--- config.mk ---
export PLATFORM = sky130hd
export DESIGN_NAME = uart_tx_fifo_flat
export DESIGN_NICKNAME = d
export VERILOG_FILES = /design/src/rtl/uart_pkg.sv /design/src/rtl/uart_tx_fifo_if.sv /design/src/rtl/uart_sync_fifo.sv /design/src/rtl/uart_tx_fifo.sv /design/src/flat_wrapper.sv
export SDC_FILE = /design/constraint.sdc
export NUM_CORES = 1
export LEC_CHECK = 0
export BUFFER_PORTS_ARGS = -buffer_cell sky130_fd_sc_hd__buf_2
export CAP_MARGIN = 20
export CORE_MARGIN = 5
export CORE_UTILIZATION = 61
export DETAILED_ROUTE_END_ITERATION = 10
export HOLD_SLACK_MARGIN = 0.15
export PLACE_DENSITY = 0.79
export SLEW_MARGIN = 25
export SYNTH_ARGS = -nofsm -noshare
export SYNTH_HDL_FRONTEND = slang
export SYNTH_SLANG_ARGS = --single-unit
--- constraint.sdc ---
create_clock -name clk -period 3.5 [get_ports clk]
set_input_delay 0.175 -clock clk [delete_from_list [all_inputs] [get_ports clk]]
set_output_delay 0.175 -clock clk [all_outputs]
set_load 0.02 [all_outputs]
--- src/rtl/uart_pkg.sv ---
// Shared types and defaults for the UART transmit-side byte buffer.
package uart_pkg;

    localparam int UART_DW     = 8;
    localparam int DEF_DEPTH   = 16;
    localparam int DEF_TIMEOUT = 2048;

    typedef enum logic [1:0] {
        S_IDLE  = 2'd0,
        S_START = 2'd1,
        S_WAIT  = 2'd2
    } tx_state_t;

endpackage

--- src/rtl/uart_tx_fifo_if.sv ---
// Host write port, transmitter handshake and error flags of uart_tx_fifo.
interface uart_tx_fifo_if
    import uart_pkg::*;
#(
    parameter int DEPTH = DEF_DEPTH
);

    localparam int CW = $clog2(DEPTH) + 1;

    logic               wr_en;
    logic [UART_DW-1:0] wr_data;
    logic               full;
    logic               empty;
    logic [CW-1:0]      count;
    logic               newd;
    logic [UART_DW-1:0] datatx;
    logic               donetx;
    logic               overflow;
    logic               tx_timeout;
    logic               clr_err;

    // Environment side: host writer plus the UART transmitter.
    modport master (
        output wr_en, wr_data, donetx, clr_err,
        input  full, empty, count, newd, datatx, overflow, tx_timeout
    );

    // Buffer side.
    modport slave (
        input  wr_en, wr_data, donetx, clr_err,
        output full, empty, count, newd, datatx, overflow, tx_timeout
    );

endinterface

--- src/rtl/uart_sync_fifo.sv ---
// Synchronous byte FIFO: storage, wrapping pointers, occupancy count.
// Writes while full are dropped and reported on wr_drop.
module uart_sync_fifo
    import uart_pkg::*;
#(
    parameter int DEPTH = DEF_DEPTH
) (
    input  logic                 clk,
    input  logic                 rst,
    input  logic                 wr_en,
    input  logic [UART_DW-1:0]   wr_data,
    input  logic                 rd_en,
    output logic [UART_DW-1:0]   rd_data,
    output logic                 full,
    output logic                 empty,
    output logic [$clog2(DEPTH):0] count,
    output logic                 wr_drop
);

    localparam int AW = $clog2(DEPTH);
    localparam int CW = AW + 1;

    logic [UART_DW-1:0] mem [DEPTH];
    logic [AW-1:0]      wr_ptr;
    logic [AW-1:0]      rd_ptr;
    logic               wr_ok;
    logic               rd_ok;

    assign full    = (count == CW'(DEPTH));
    assign empty   = (count == '0);
    assign wr_ok   = wr_en && !full;
    assign rd_ok   = rd_en && !empty;
    assign wr_drop = wr_en && full;
    assign rd_data = mem[rd_ptr];

    // Storage write; contents need no reset since count gates every read.
    always_ff @(posedge clk) begin
        if (wr_ok) begin
            mem[wr_ptr] <= wr_data;
        end
    end

    // Pointer and occupancy bookkeeping; pointers wrap naturally.
    always_ff @(posedge clk) begin
        if (!rst) begin
            wr_ptr <= '0;
            rd_ptr <= '0;
            count  <= '0;
        end else begin
            if (wr_ok) begin
                wr_ptr <= wr_ptr + AW'(1);
            end
            if (rd_ok) begin
                rd_ptr <= rd_ptr + AW'(1);
            end
            case ({wr_ok, rd_ok})
                2'b10:   count <= count + CW'(1);
                2'b01:   count <= count - CW'(1);
                default: count <= count;
            endcase
        end
    end

endmodule

--- src/rtl/uart_tx_fifo.sv ---
// Byte buffer and transmit sequencer in front of the UART transmitter.
// Pops one byte, strobes newd, waits for donetx (or a timeout), repeats.
module uart_tx_fifo
    import uart_pkg::*;
#(
    parameter int DEPTH   = DEF_DEPTH,
    parameter int TIMEOUT = DEF_TIMEOUT
) (
    input  logic          clk,
    input  logic          rst,
    uart_tx_fifo_if.slave bus
);

    localparam int TW = (TIMEOUT > 2) ? $clog2(TIMEOUT) : 1;
    localparam logic [TW-1:0] TMO_LAST = TW'(TIMEOUT - 1);

    tx_state_t          state;
    logic [TW-1:0]      tmo_cnt;
    logic               pop;
    logic               wr_drop;
    logic [UART_DW-1:0] head;

    assign pop = (state == S_IDLE) && !bus.empty;

    uart_sync_fifo #(
        .DEPTH (DEPTH)
    ) u_fifo (
        .clk     (clk),
        .rst     (rst),
        .wr_en   (bus.wr_en),
        .wr_data (bus.wr_data),
        .rd_en   (pop),
        .rd_data (head),
        .full    (bus.full),
        .empty   (bus.empty),
        .count   (bus.count),
        .wr_drop (wr_drop)
    );

    // Sticky overflow: a set on the same edge as clr_err wins.
    always_ff @(posedge clk) begin
        if (!rst) begin
            bus.overflow <= 1'b0;
        end else if (wr_drop) begin
            bus.overflow <= 1'b1;
        end else if (bus.clr_err) begin
            bus.overflow <= 1'b0;
        end
    end

    // Transmit sequencer with registered newd/datatx and sticky timeout.
    always_ff @(posedge clk) begin
        if (!rst) begin
            state          <= S_IDLE;
            tmo_cnt        <= '0;
            bus.newd       <= 1'b0;
            bus.datatx     <= '0;
            bus.tx_timeout <= 1'b0;
        end else begin
            bus.newd <= 1'b0;
            if (bus.clr_err) begin
                bus.tx_timeout <= 1'b0;
            end
            case (state)
                S_IDLE: begin
                    if (pop) begin
                        bus.datatx <= head;
                        state      <= S_START;
                    end
                end
                S_START: begin
                    bus.newd <= 1'b1;
                    tmo_cnt  <= '0;
                    state    <= S_WAIT;
                end
                S_WAIT: begin
                    if (bus.donetx) begin
                        state <= S_IDLE;
                    end else if (tmo_cnt == TMO_LAST) begin
                        bus.tx_timeout <= 1'b1;
                        state          <= S_IDLE;
                    end else begin
                        tmo_cnt <= tmo_cnt + TW'(1);
                    end
                end
                default: state <= S_IDLE;
            endcase
        end
    end

endmodule

--- src/flat_wrapper.sv ---
// flat-port wrapper written by rule: the top's interface ports become plain ports
module uart_tx_fifo_flat import uart_pkg::*;
#(
    parameter int DEPTH   = DEF_DEPTH,
    parameter int TIMEOUT = DEF_TIMEOUT
)
  (clk, rst, bus_wr_en, bus_wr_data, bus_donetx, bus_clr_err, bus_full, bus_empty, bus_count, bus_newd, bus_datatx, bus_overflow, bus_tx_timeout);
  uart_tx_fifo_if #(.DEPTH(DEPTH)) bus_i ();
  input  logic clk;
  input  logic rst;
  input wire logic [$bits(bus_i.wr_en)-1:0] bus_wr_en;
  input wire logic [$bits(bus_i.wr_data)-1:0] bus_wr_data;
  input wire logic [$bits(bus_i.donetx)-1:0] bus_donetx;
  input wire logic [$bits(bus_i.clr_err)-1:0] bus_clr_err;
  output wire logic [$bits(bus_i.full)-1:0] bus_full;
  output wire logic [$bits(bus_i.empty)-1:0] bus_empty;
  output wire logic [$bits(bus_i.count)-1:0] bus_count;
  output wire logic [$bits(bus_i.newd)-1:0] bus_newd;
  output wire logic [$bits(bus_i.datatx)-1:0] bus_datatx;
  output wire logic [$bits(bus_i.overflow)-1:0] bus_overflow;
  output wire logic [$bits(bus_i.tx_timeout)-1:0] bus_tx_timeout;
  assign bus_i.wr_en = bus_wr_en;
  assign bus_i.wr_data = bus_wr_data;
  assign bus_i.donetx = bus_donetx;
  assign bus_i.clr_err = bus_clr_err;
  assign bus_full = bus_i.full;
  assign bus_empty = bus_i.empty;
  assign bus_count = bus_i.count;
  assign bus_newd = bus_i.newd;
  assign bus_datatx = bus_i.datatx;
  assign bus_overflow = bus_i.overflow;
  assign bus_tx_timeout = bus_i.tx_timeout;
  uart_tx_fifo #(.DEPTH(DEPTH), .TIMEOUT(TIMEOUT)) u_core (.clk(clk), .rst(rst), .bus(bus_i));
endmodule
==> impl_metrics.py, run 1 <==
metrics = {
    "logic_synthesis": {
        "syn-num-nets": 481,
        "synth_top_cell_area_share_pct": 56.8,
        "yosysSeqAreaShare_pct": 67.7,
        "syn_area_sq_um": 6770,
        "ys_types": 49,
        "synth_area_leaders": "edfxtp_1 (57%), dfxtp_1 (11%), mux2i_1 (5.5%), mux4_2 (5.3%), nor2_1 (2.3%)",
        "yosysWarningCount": 0,
        "synth_top_cell_by_area": "edfxtp_1",
        "synth_seq_cells": 165,
        "synthCells": 458,
        "synth_edf_count": 128,
        "syn_avg_cell_area_sq_um": 14.8,
        "synthFlopType": "edfxtp_1",
        "ys_async_sr_fraction_pct": 0,
    },
    "power": {
        "power_density_nw_per_um2": 702,
        "p_leak_nw": 2.59,
        "ir_drop_mv": 0.523,
    },
    "clock_network": {
        "root_buffer": "clkbuf_8",
        "clock_latency_ns": 0.53,
        "clk_pin_slew_ns": 0.06,
        "cts_tree": "built",
        "h-tree-depth": 4,
        "clock-sinks": 165,
        "cts_setup_buffers": 0,
        "holdBufCountCts": 12,
        "cts_resized": 0,
        "cts_buffers": 17,
        "cts_max_path_buffers": 2,
    },
    "critical_path": {
        "worstPathCellList": "nor4_1 > a21boi_1 > inv_1 > ha_1 > xor2_1 > ha_1 > o21a_1 > o21a_1 > o32ai_1 > mux2i_1",
        "max_stage_delay_ns": 0.50,
        "crit_start": "u_core.u_fifo.count[1]$_SDFFE_PN0P_",
        "critical_path_arrival_ns": 3.36,
        "critPathBufInv": 1,
        "path_delay_family": "compound AO/OA/AOI/OAI gates",
        "cpMaxStageDelayCell": "dfxtp_1",
        "r2r-start": "u_core.u_fifo.count[1]$_SDFFE_PN0P_",
        "path_class": "reg2reg",
        "crit_path_max_fanout": 10,
        "cp-start-kind": "register",
        "endpoint_kind": "register",
        "critPathRequiredTime_ns": 3.96,
    },
    "detailed_routing": {
        "wl_mm": 13.5,
        "viasPerCell": 6.08,
        "vias": 3984,
        "firstDrtPassIters": 5,
        "drtIter0Drc": 454,
        "ant_nets": 0,
        "remaining_drc_errors": 0,
        "wl_per_cell_microns": 20.6,
    },
    "final_layout": {
        "final_common_cell": "edfxtp_1",
        "final_cell_mix": "edfxtp_1 (128), nor2_1 (42), mux2i_1 (37)",
        "fin_nets": 525,
        "fillers": 709,
        "diodes": 0,
        "area_growth_pct": 14.3,
        "post_route_cells_drive_above_1_share_pct": 18.1,
    },
    "global_route": {
        "grt_first_pass_wirelength_mm": 21.3,
        "grt_max_degree": 35,
        "grt_pass1_vias": 3993,
        "antenna_found_initial": 0,
        "overflow": 0,
        "grt.total_usage_pct": 21.8,
    },
    "die": {
        "die_h_microns": 115,
        "die_area_sq_um": 13300,
        "start_util_pct": 62.5,
        "coreArea_sq_um": 10800,
        "die_w_microns": 115,
        "io_pins": 31,
        "num_rows": 38,
    },
    "timing": {
        "slew_viol_final": 0,
        "max_freq_ghz": 0.346,
        "finalSetupTns_ns": 0,
        "rsz0062_at_grt": "no",
        "tightest_slew_ns": 0.799,
        "setup_viol": 0,
        "relSlewSlack_pct": 46.5,
        "min_period_ns": 2.89,
        "hold_viol": 0,
        "period_share_pct": 82.7,
        "fin_hold_ws_ns": 0.491,
        "finalClockSkew_ns": 0.00622,
    },
    "place": {
        "dp_hpwl_mm": 8.52,
        "gp_congestion": 0.865,
        "io_buffers": 30,
    },
    "min_path": {
        "hold_class": "reg2reg",
        "worst_hold_startpoint": "u_core.bus.tx_timeout$_SDFF_PN0_",
    },
    "job": {
        "maxCapViolations": 0,
    },
    "outcome": {
        "status": "finished clean",
    },
}
## cells in the mapped netlist (4+ instances only)
master,count
inv_1,7
nor2_1,42
a31oi_1,9
nand4_1,4
o22ai_1,16
buf_1,4
clkbuf_1,8
nand3b_1,4
edfxtp_1,128
nand3_1,8
buf_4,5
ha_1,10
mux4_2,16
nor3_1,4
o21ai_0,12
and3_1,11
buf_2,5
dfxtp_1,37
xor2_1,8
a21oi_1,12
o211ai_1,9
nand2_1,16
mux2i_1,37
## flip-flops by register name, summed over array words and instances, names as in the netlist
register               cells
u_core.bus.tx_timeout      1
u_core.u_fifo.count        5
u_core.u_fifo.mem        128
u_core.u_fifo.wr_ptr       4
u_core.bus.overflow        1
u_core.u_fifo.rd_ptr       4
u_core.bus.newd            1
u_core.tmo_cnt            11
u_core.bus.datatx          8
u_core.state               2
## worst paths after layout
kind              slack, ns                                   to  depth (start not counted)
setup reg to reg       0.61  u_core.u_fifo.count[4]$_SDFFE_PN0P_                         10
hold reg to reg        0.49     u_core.bus.tx_timeout$_SDFF_PN0_                          2
hold / removal         0.49     u_core.bus.tx_timeout$_SDFF_PN0_                          2
setup / recovery       0.61  u_core.u_fifo.count[4]$_SDFFE_PN0P_                         10
## cell families after synthesis
logic type	after synthesis	synth area share, %
AND/OR/NAND/NOR	111	8.34
multiplexers	53	10.8
flip-flops	165	67.7
buffers and inverters	32	2.48
adder cells (fa/ha/maj)	10	1.85
XOR/XNOR	10	1.29
AO/OA/AOI/OAI	77	7.54
## metrics by stage
step	cell area [sq um]	setup slack, ns	cells	utilization [%]	power (mW)
6_report	7740	0.607	655	71.4	5.43
5_1_grt	7740	0.370	655	71.4	5.69
4_1_cts	7730	0.583	655	71.3	5.46
3_5_place_dp	7020	0.629	611	64.7	3.61
3_3_place_gp	7020	0.759	611	64.7	3.56
2_1_floorplan	6770	0.767	458	-	3.31
## power by group
part	switching (mW)	internal [mW]	total (mW)
Combinational	0.686	0.492	1.18
Clock	0.723	1.12	1.85
Sequential	0.157	2.25	2.41
Total	1.57	3.87	5.43
## final cells by class
cell class | count | area, sq um | share of cell area, %
Clock inverter | 12 | 153 | 1.97
Multi-Input combinational cell | 261 | 2020 | 26.1
Inverter | 7 | 26.3 | 0.340
Timing Repair Buffer | 50 | 330 | 4.27
Sequential cell | 165 | 4590 | 59.3
Tap cell | 140 | 175 | 2.26
Clock buffer | 20 | 445 | 5.76
## tightest hold or removal path, stage by stage (launching register included)
cell and delay (ns):
dfxtp_1 0.33, a2bb2oi_1 0.06, nor2_1 0.07
## per-layer routing
metal	wire (microns)	up-vias	global-route usage, %	share of wire (%)
li1	-	1862	-	-
met1	5830	1976	29.2	43
met2	6560	130	34.6	49
met3	886	16	6.21	6.6
met4	184	0	7.12	1.4
met5	0	-	0	0
(Power assumes the default switching activity.)
==> run 2: changes to the inputs <==
clock period = 2.8 ns   (was 3.5 ns; I/O delays follow)
==> impl_metrics.py, run 2 (synthesized netlist as in run 1, its figures left out) <==
metrics = {
    "die": {
        "die_w_microns": 115,
        "die_area_sq_um": 13300,
        "die_h_microns": 115,
        "coreArea_sq_um": 10800,
        "io_pins": 31,
        "start_util_pct": 62.5,
        "num_rows": 38,
    },
    "final_layout": {
        "multi_input_area_sq_um": 2020,
        "design_area_sq_um": 7810,
        "post-route-util_pct": 72.1,
        "fin_cells": 663,
        "fin_nets": 533,
        "area_growth_pct": 15.4,
        "register_area_sq_um": 4590,
        "reg_top3": "u_core.u_fifo.mem x128, u_core.tmo_cnt x11, u_core.bus.datatx x8",
        "fillers": 698,
        "diodes": 0,
        "largest_register": "u_core.u_fifo.mem",
        "final_common_cell": "edfxtp_1",
        "final_cell_mix": "edfxtp_1 (128), nor2_1 (42), mux2i_1 (37)",
        "largest_reg_flops": 128,
        "post_route_cells_drive_above_1_share_pct": 18.0,
    },
    "timing": {
        "tightest_slew_ns": 0.786,
        "finalClockSkew_ns": 0.0106,
        "slew_viol_final": 0,
        "relSlewSlack_pct": 47.4,
        "rsz0062_at_grt": "no",
        "finalSetupTns_ns": 0,
        "setup_viol": 0,
        "hold_viol": 0,
        "min_period_ns": 2.46,
        "setup_slack_ns": 0.336,
        "period_share_pct": 88.0,
        "max_freq_ghz": 0.406,
    },
    "critical_path": {
        "crit_path_max_fanout": 10,
        "critPathRequiredTime_ns": 3.27,
        "r2r-start": "u_core.u_fifo.count[1]$_SDFFE_PN0P_",
        "rr_endpoint": "u_core.u_fifo.count[4]$_SDFFE_PN0P_",
        "path_class": "reg2reg",
        "critical_path_arrival_ns": 2.93,
        "ff2ff_path_depth": 9,
        "crit_start": "u_core.u_fifo.count[1]$_SDFFE_PN0P_",
        "r2r_slack_ns": 0.34,
        "endpoint_kind": "register",
        "cp-start-kind": "register",
    },
    "outcome": {
        "status": "finished clean",
    },
    "clock_network": {
        "cts_tree": "built",
        "clock-sinks": 165,
        "clk_pin_slew_ns": 0.06,
        "cts_buffers": 17,
        "h-tree-depth": 4,
        "cts_resized": 0,
        "root_buffer": "clkbuf_8",
        "cts_max_path_buffers": 2,
        "clock_latency_ns": 0.54,
    },
    "global_route": {
        "grt.busiest_layer": "met2",
        "antenna_found_initial": 0,
        "grtUsageMet3_pct": 6.32,
        "grt_pass1_vias": 4144,
        "grt_use_met2_pct": 37.0,
        "grt_first_pass_wirelength_mm": 21.8,
        "overflow": 0,
        "grt_max_degree": 35,
        "grt.met1_usage_pct": 29.9,
        "grt.total_usage_pct": 22.7,
    },
    "place": {
        "dp_hpwl_mm": 8.54,
        "gp_congestion": 0.877,
        "placed_area_sq_um": 7110,
        "dp.cells": 619,
        "pre_cts_ws_ns": 0.350,
        "io_buffers": 30,
    },
    "min_path": {
        "min_to": "u_core.bus.overflow$_SDFFE_PN0P_",
        "whs_path_depth": 5,
        "hold_class": "in2reg",
        "worst_hold_startpoint": "bus_clr_err",
    },
    "detailed_routing": {
        "firstDrtPassIters": 5,
        "drtIter0Drc": 441,
        "wl_per_cell_microns": 20.7,
        "ant_nets": 0,
        "viasPerCell": 6.14,
        "wl_mm": 13.7,
        "vias": 4070,
        "remaining_drc_errors": 0,
    },
    "power": {
        "p_leak_nw": 2.65,
        "ir_drop_mv": 0.826,
        "power_density_nw_per_um2": 878,
    },
    "job": {
        "maxCapViolations": 0,
    },
}
[run 2: cell count changes in the layout (fill, tap and decap cells not counted), sizes merged]
cell | before | now
clkbuf | 20 | 22
buf | 38 | 46
clkinv | 4 | 5
bufinv | 3 | 4
clkinvlp | 4 | 0
[run 2: how the worst max path moves through the flow]
stage	slack (ns)	end	cells after the start
global route	0.15	u_core.u_fifo.count[3]$_SDFFE_PN0P_	9
finish	0.34	u_core.u_fifo.count[4]$_SDFFE_PN0P_	9
CTS	0.33	u_core.u_fifo.count[4]$_SDFFE_PN0P_	9
global placement	0.47	u_core.u_fifo.count[4]$_SDFFE_PN0P_	9
floorplan	0.07	u_core.u_fifo.count[4]$_SDFFE_PN0P_	12
detailed placement	0.35	u_core.u_fifo.count[4]$_SDFFE_PN0P_	9
[run 2: routing by layer]
metal | vias to the layer above | wire, microns
li1 | 1880 | -
met1 | 2032 | 5900
met2 | 137 | 6750
met3 | 21 | 881
met4 | 0 | 203
met5 | - | 0
[run 2: cell type report]
class	count	area share, %
Sequential cell	165	58.7
Clock buffer	22	5.54
Clock inverter	10	1.97
Inverter	7	0.336
Multi-Input combinational cell	261	25.9
Timing Repair Buffer	58	5.32
Tap cell	140	2.24
[run 2: worst max-delay path, cell delays in order, from the launching register on]
cell and delay (ns):
dfxtp_1 0.40, nor4_1 0.41, a21boi_1 0.16, ha_1 0.23, xor2_1 0.15, ha_1 0.22
o21a_1 0.17, o21a_1 0.16, o32ai_1 0.28, mux2i_1 0.22
[run 2: repair_timing]
| item | in CTS | in global routing |
|---|---|---|
| hold buffers | 12 | 0 |
| buffers inserted | 0 | 0 |
| hold endpoints to repair | 153 | 0 |
[run 2: through the flow]
stage	hold slack (ns)	power, mW
floorplan	0.239	4.14
global placement	0.449	4.48
detailed placement	0.477	4.55
CTS	0.453	6.87
global route	0.489	7.19
finish	0.470	6.86
[run 2: where the power goes]
part           total [mW]  internal [mW]  switching, mW
Sequential           3.00           2.82          0.179
Clock                2.33           1.44          0.886
Combinational        1.54          0.637          0.901
Total                6.86           4.90           1.97
==> run 3: changes to the inputs <==
CELL_PAD_IN_SITES_DETAIL_PLACEMENT = 1   (was default)
CELL_PAD_IN_SITES_GLOBAL_PLACEMENT = 2   (was default)
CORE_UTILIZATION = 44   (was 61)
PLACE_DENSITY = default   (was 0.79)
PLACE_DENSITY_LB_ADDON = 0.1   (was default)
==> impl_metrics.py, run 3 (synthesized netlist as in run 1, its figures left out) <==
metrics = {
    "detailed_routing": {
        "firstDrtPassIters": 4,
        "wl_per_cell_microns": 22.1,
        "remaining_drc_errors": 0,
        "vias": 4051,
        "ant_nets": 0,
        "viasPerCell": 5.66,
        "wl_mm": 15.9,
        "drtIter0Drc": 285,
    },
    "clock_network": {
        "h-tree-depth": 4,
        "clock-sinks": 165,
        "clock_latency_ns": 0.43,
        "cts_tree": "built",
        "clk_pin_slew_ns": 0.06,
        "root_buffer": "clkbuf_16",
        "cts_buffers": 17,
        "cts_resized": 0,
        "cts_max_path_buffers": 2,
    },
    "min_path": {
        "worst_hold_startpoint": "rst",
        "hold_class": "in2reg",
        "whs_path_depth": 3,
        "min_to": "u_core.u_fifo.count[4]$_SDFFE_PN0P_",
    },
    "timing": {
        "relSlewSlack_pct": 43.8,
        "slew_viol_final": 0,
        "tightest_slew_ns": 0.840,
        "finalSetupTns_ns": 0,
        "fin_hold_ws_ns": 0.177,
        "finalClockSkew_ns": 0.0214,
        "period_share_pct": 86.9,
        "hold_viol": 0,
        "max_freq_ghz": 0.411,
        "min_period_ns": 2.43,
        "rsz0062_at_grt": "no",
        "setup_viol": 0,
    },
    "die": {
        "num_rows": 45,
        "coreArea_sq_um": 15100,
        "io_pins": 31,
        "die_area_sq_um": 18000,
        "die_h_microns": 134,
        "die_w_microns": 134,
        "start_util_pct": 44.7,
    },
    "job": {
        "maxCapViolations": 0,
    },
    "critical_path": {
        "ff2ff_path_depth": 9,
        "crit_path_max_fanout": 7,
        "cpMaxStageDelayCell": "or3b_2",
        "rr_endpoint": "u_core.u_fifo.count[3]$_SDFFE_PN0P_",
        "critPathRequiredTime_ns": 3.12,
        "max_stage_delay_ns": 0.44,
        "endpoint_kind": "register",
        "r2r_slack_ns": 0.37,
        "cp-start-kind": "register",
        "path_class": "reg2reg",
        "critical_path_arrival_ns": 2.75,
        "r2r-start": "u_core.u_fifo.count[0]$_SDFFE_PN0P_",
        "worstPathCellList": "nor4_1 > a21boi_1 > inv_1 > ha_1 > buf_4 > or3b_2 > a21boi_0 > o211ai_1 > o311ai_0",
        "critPathBufInv": 2,
        "path_delay_family": "simple AND/OR/NAND/NOR gates",
    },
    "power": {
        "swShare_pct": 30.0,
        "ir_drop_mv": 0.498,
        "p_int_mw": 4.79,
        "p_clk_share_pct": 32.7,
        "power_density_nw_per_um2": 869,
        "pwr-share-seq_pct": 43.3,
        "combPwrFrac_pct": 23.9,
        "p_leak_nw": 2.64,
        "switching_power_mw": 2.06,
    },
    "final_layout": {
        "largest_register": "u_core.u_fifo.mem",
        "largest_reg_flops": 128,
        "fin_cells": 716,
        "reg_top3": "u_core.u_fifo.mem x128, u_core.tmo_cnt x11, u_core.bus.datatx x8",
        "post_route_cells_drive_above_1_share_pct": 19.1,
        "area_growth_pct": 16.3,
        "final_cell_mix": "edfxtp_1 (128), nor2_1 (42), mux2i_1 (37)",
        "final_common_cell": "edfxtp_1",
        "design_area_sq_um": 7870,
        "diodes": 0,
        "fin_nets": 538,
    },
    "outcome": {
        "status": "finished clean",
    },
    "global_route": {
        "grt_max_degree": 21,
        "grt_pass1_vias": 4328,
        "overflow": 0,
        "antenna_found_initial": 0,
        "grt_first_pass_wirelength_mm": 25.2,
        "grt.total_usage_pct": 18.9,
    },
    "place": {
        "io_buffers": 30,
        "gp_congestion": 0.785,
        "dp.cells": 672,
        "placed_area_sq_um": 7190,
        "dp_hpwl_mm": 10.3,
    },
}
-- run 3: cell count changes in the layout (fill, tap and decap cells not counted), sizes merged --
cell,delta
clkbuf,-4
inv,-1
bufinv,-2
buf,+5
clkinvlp,+3
clkinv,+4
-- run 3: timing repair --
item | in CTS | in global routing
endpoints found under the hold margin | 127 | 0
hold buffers | 12 | 0
setup buffers | 0 | 0
-- run 3: worst max-delay path by stage --
stage                                   startpoint  slack (ns)  depth (start not counted)                                  end
2_1_floorplan  u_core.u_fifo.count[2]$_SDFFE_PN0P_        0.07                         12  u_core.u_fifo.count[4]$_SDFFE_PN0P_
3_3_place_gp   u_core.u_fifo.count[0]$_SDFFE_PN0P_        0.44                          9  u_core.u_fifo.count[4]$_SDFFE_PN0P_
3_5_place_dp   u_core.u_fifo.count[0]$_SDFFE_PN0P_        0.35                          9  u_core.u_fifo.count[3]$_SDFFE_PN0P_
4_1_cts        u_core.u_fifo.count[0]$_SDFFE_PN0P_        0.33                          9  u_core.u_fifo.count[3]$_SDFFE_PN0P_
5_1_grt        u_core.u_fifo.count[0]$_SDFFE_PN0P_        0.14                          9  u_core.u_fifo.count[3]$_SDFFE_PN0P_
6_report       u_core.u_fifo.count[0]$_SDFFE_PN0P_        0.37                          9  u_core.u_fifo.count[3]$_SDFFE_PN0P_
-- run 3: area by class of cell --
class                      count  area [sq um]
multi-input combinational    261          2020
clock inverter                14           138
sequential                   165          4590
fill                        1477          7270
inverter                       7          26.3
timing repair buffer          63           440
clock buffer                  18           429
tap                          188           235
-- run 3: through the flow --
step | total power [mW] | util (%) | worst slack (ns)
floorplan | 4.14 | - | 0.0671
global placement | 4.60 | 47.4 | 0.437
detailed placement | 4.66 | 47.4 | 0.346
CTS | 6.93 | 52.0 | 0.334
global route | 7.21 | 52.0 | 0.137
finish | 6.84 | 52.0 | 0.366
-- run 3: metal layers --
layer,vias up,GRT usage [%],share of wire (%),wire length [microns]
met2,76,32.1,51,8040
met1,2082,24.3,44,7020
met4,0,5.83,0.97,154
li1,1883,-,-,-
met3,10,4.31,4.1,651
met5,-,0,0,0
-- run 3: power by group through the flow --
stage          clock network [mW]  logic [mW]  registers (mW)
2_1_floorplan                   0        1.07            3.07
3_3_place_gp                    0        1.59            3.01
3_5_place_dp                    0        1.64            3.02
4_1_cts                      2.29        1.67            2.97
5_1_grt                      2.42        1.80            2.99
6_report                     2.24        1.64            2.96
-- run 3: worst register-to-register path: stages, from the launching register on --
cell	delay [ns]
dfxtp_1	0.36
nor4_1	0.43
a21boi_1	0.15
inv_1	0.10
ha_1	0.19
buf_4	0.16
or3b_2	0.44
a21boi_0	0.25
o211ai_1	0.13
o311ai_0	0.11
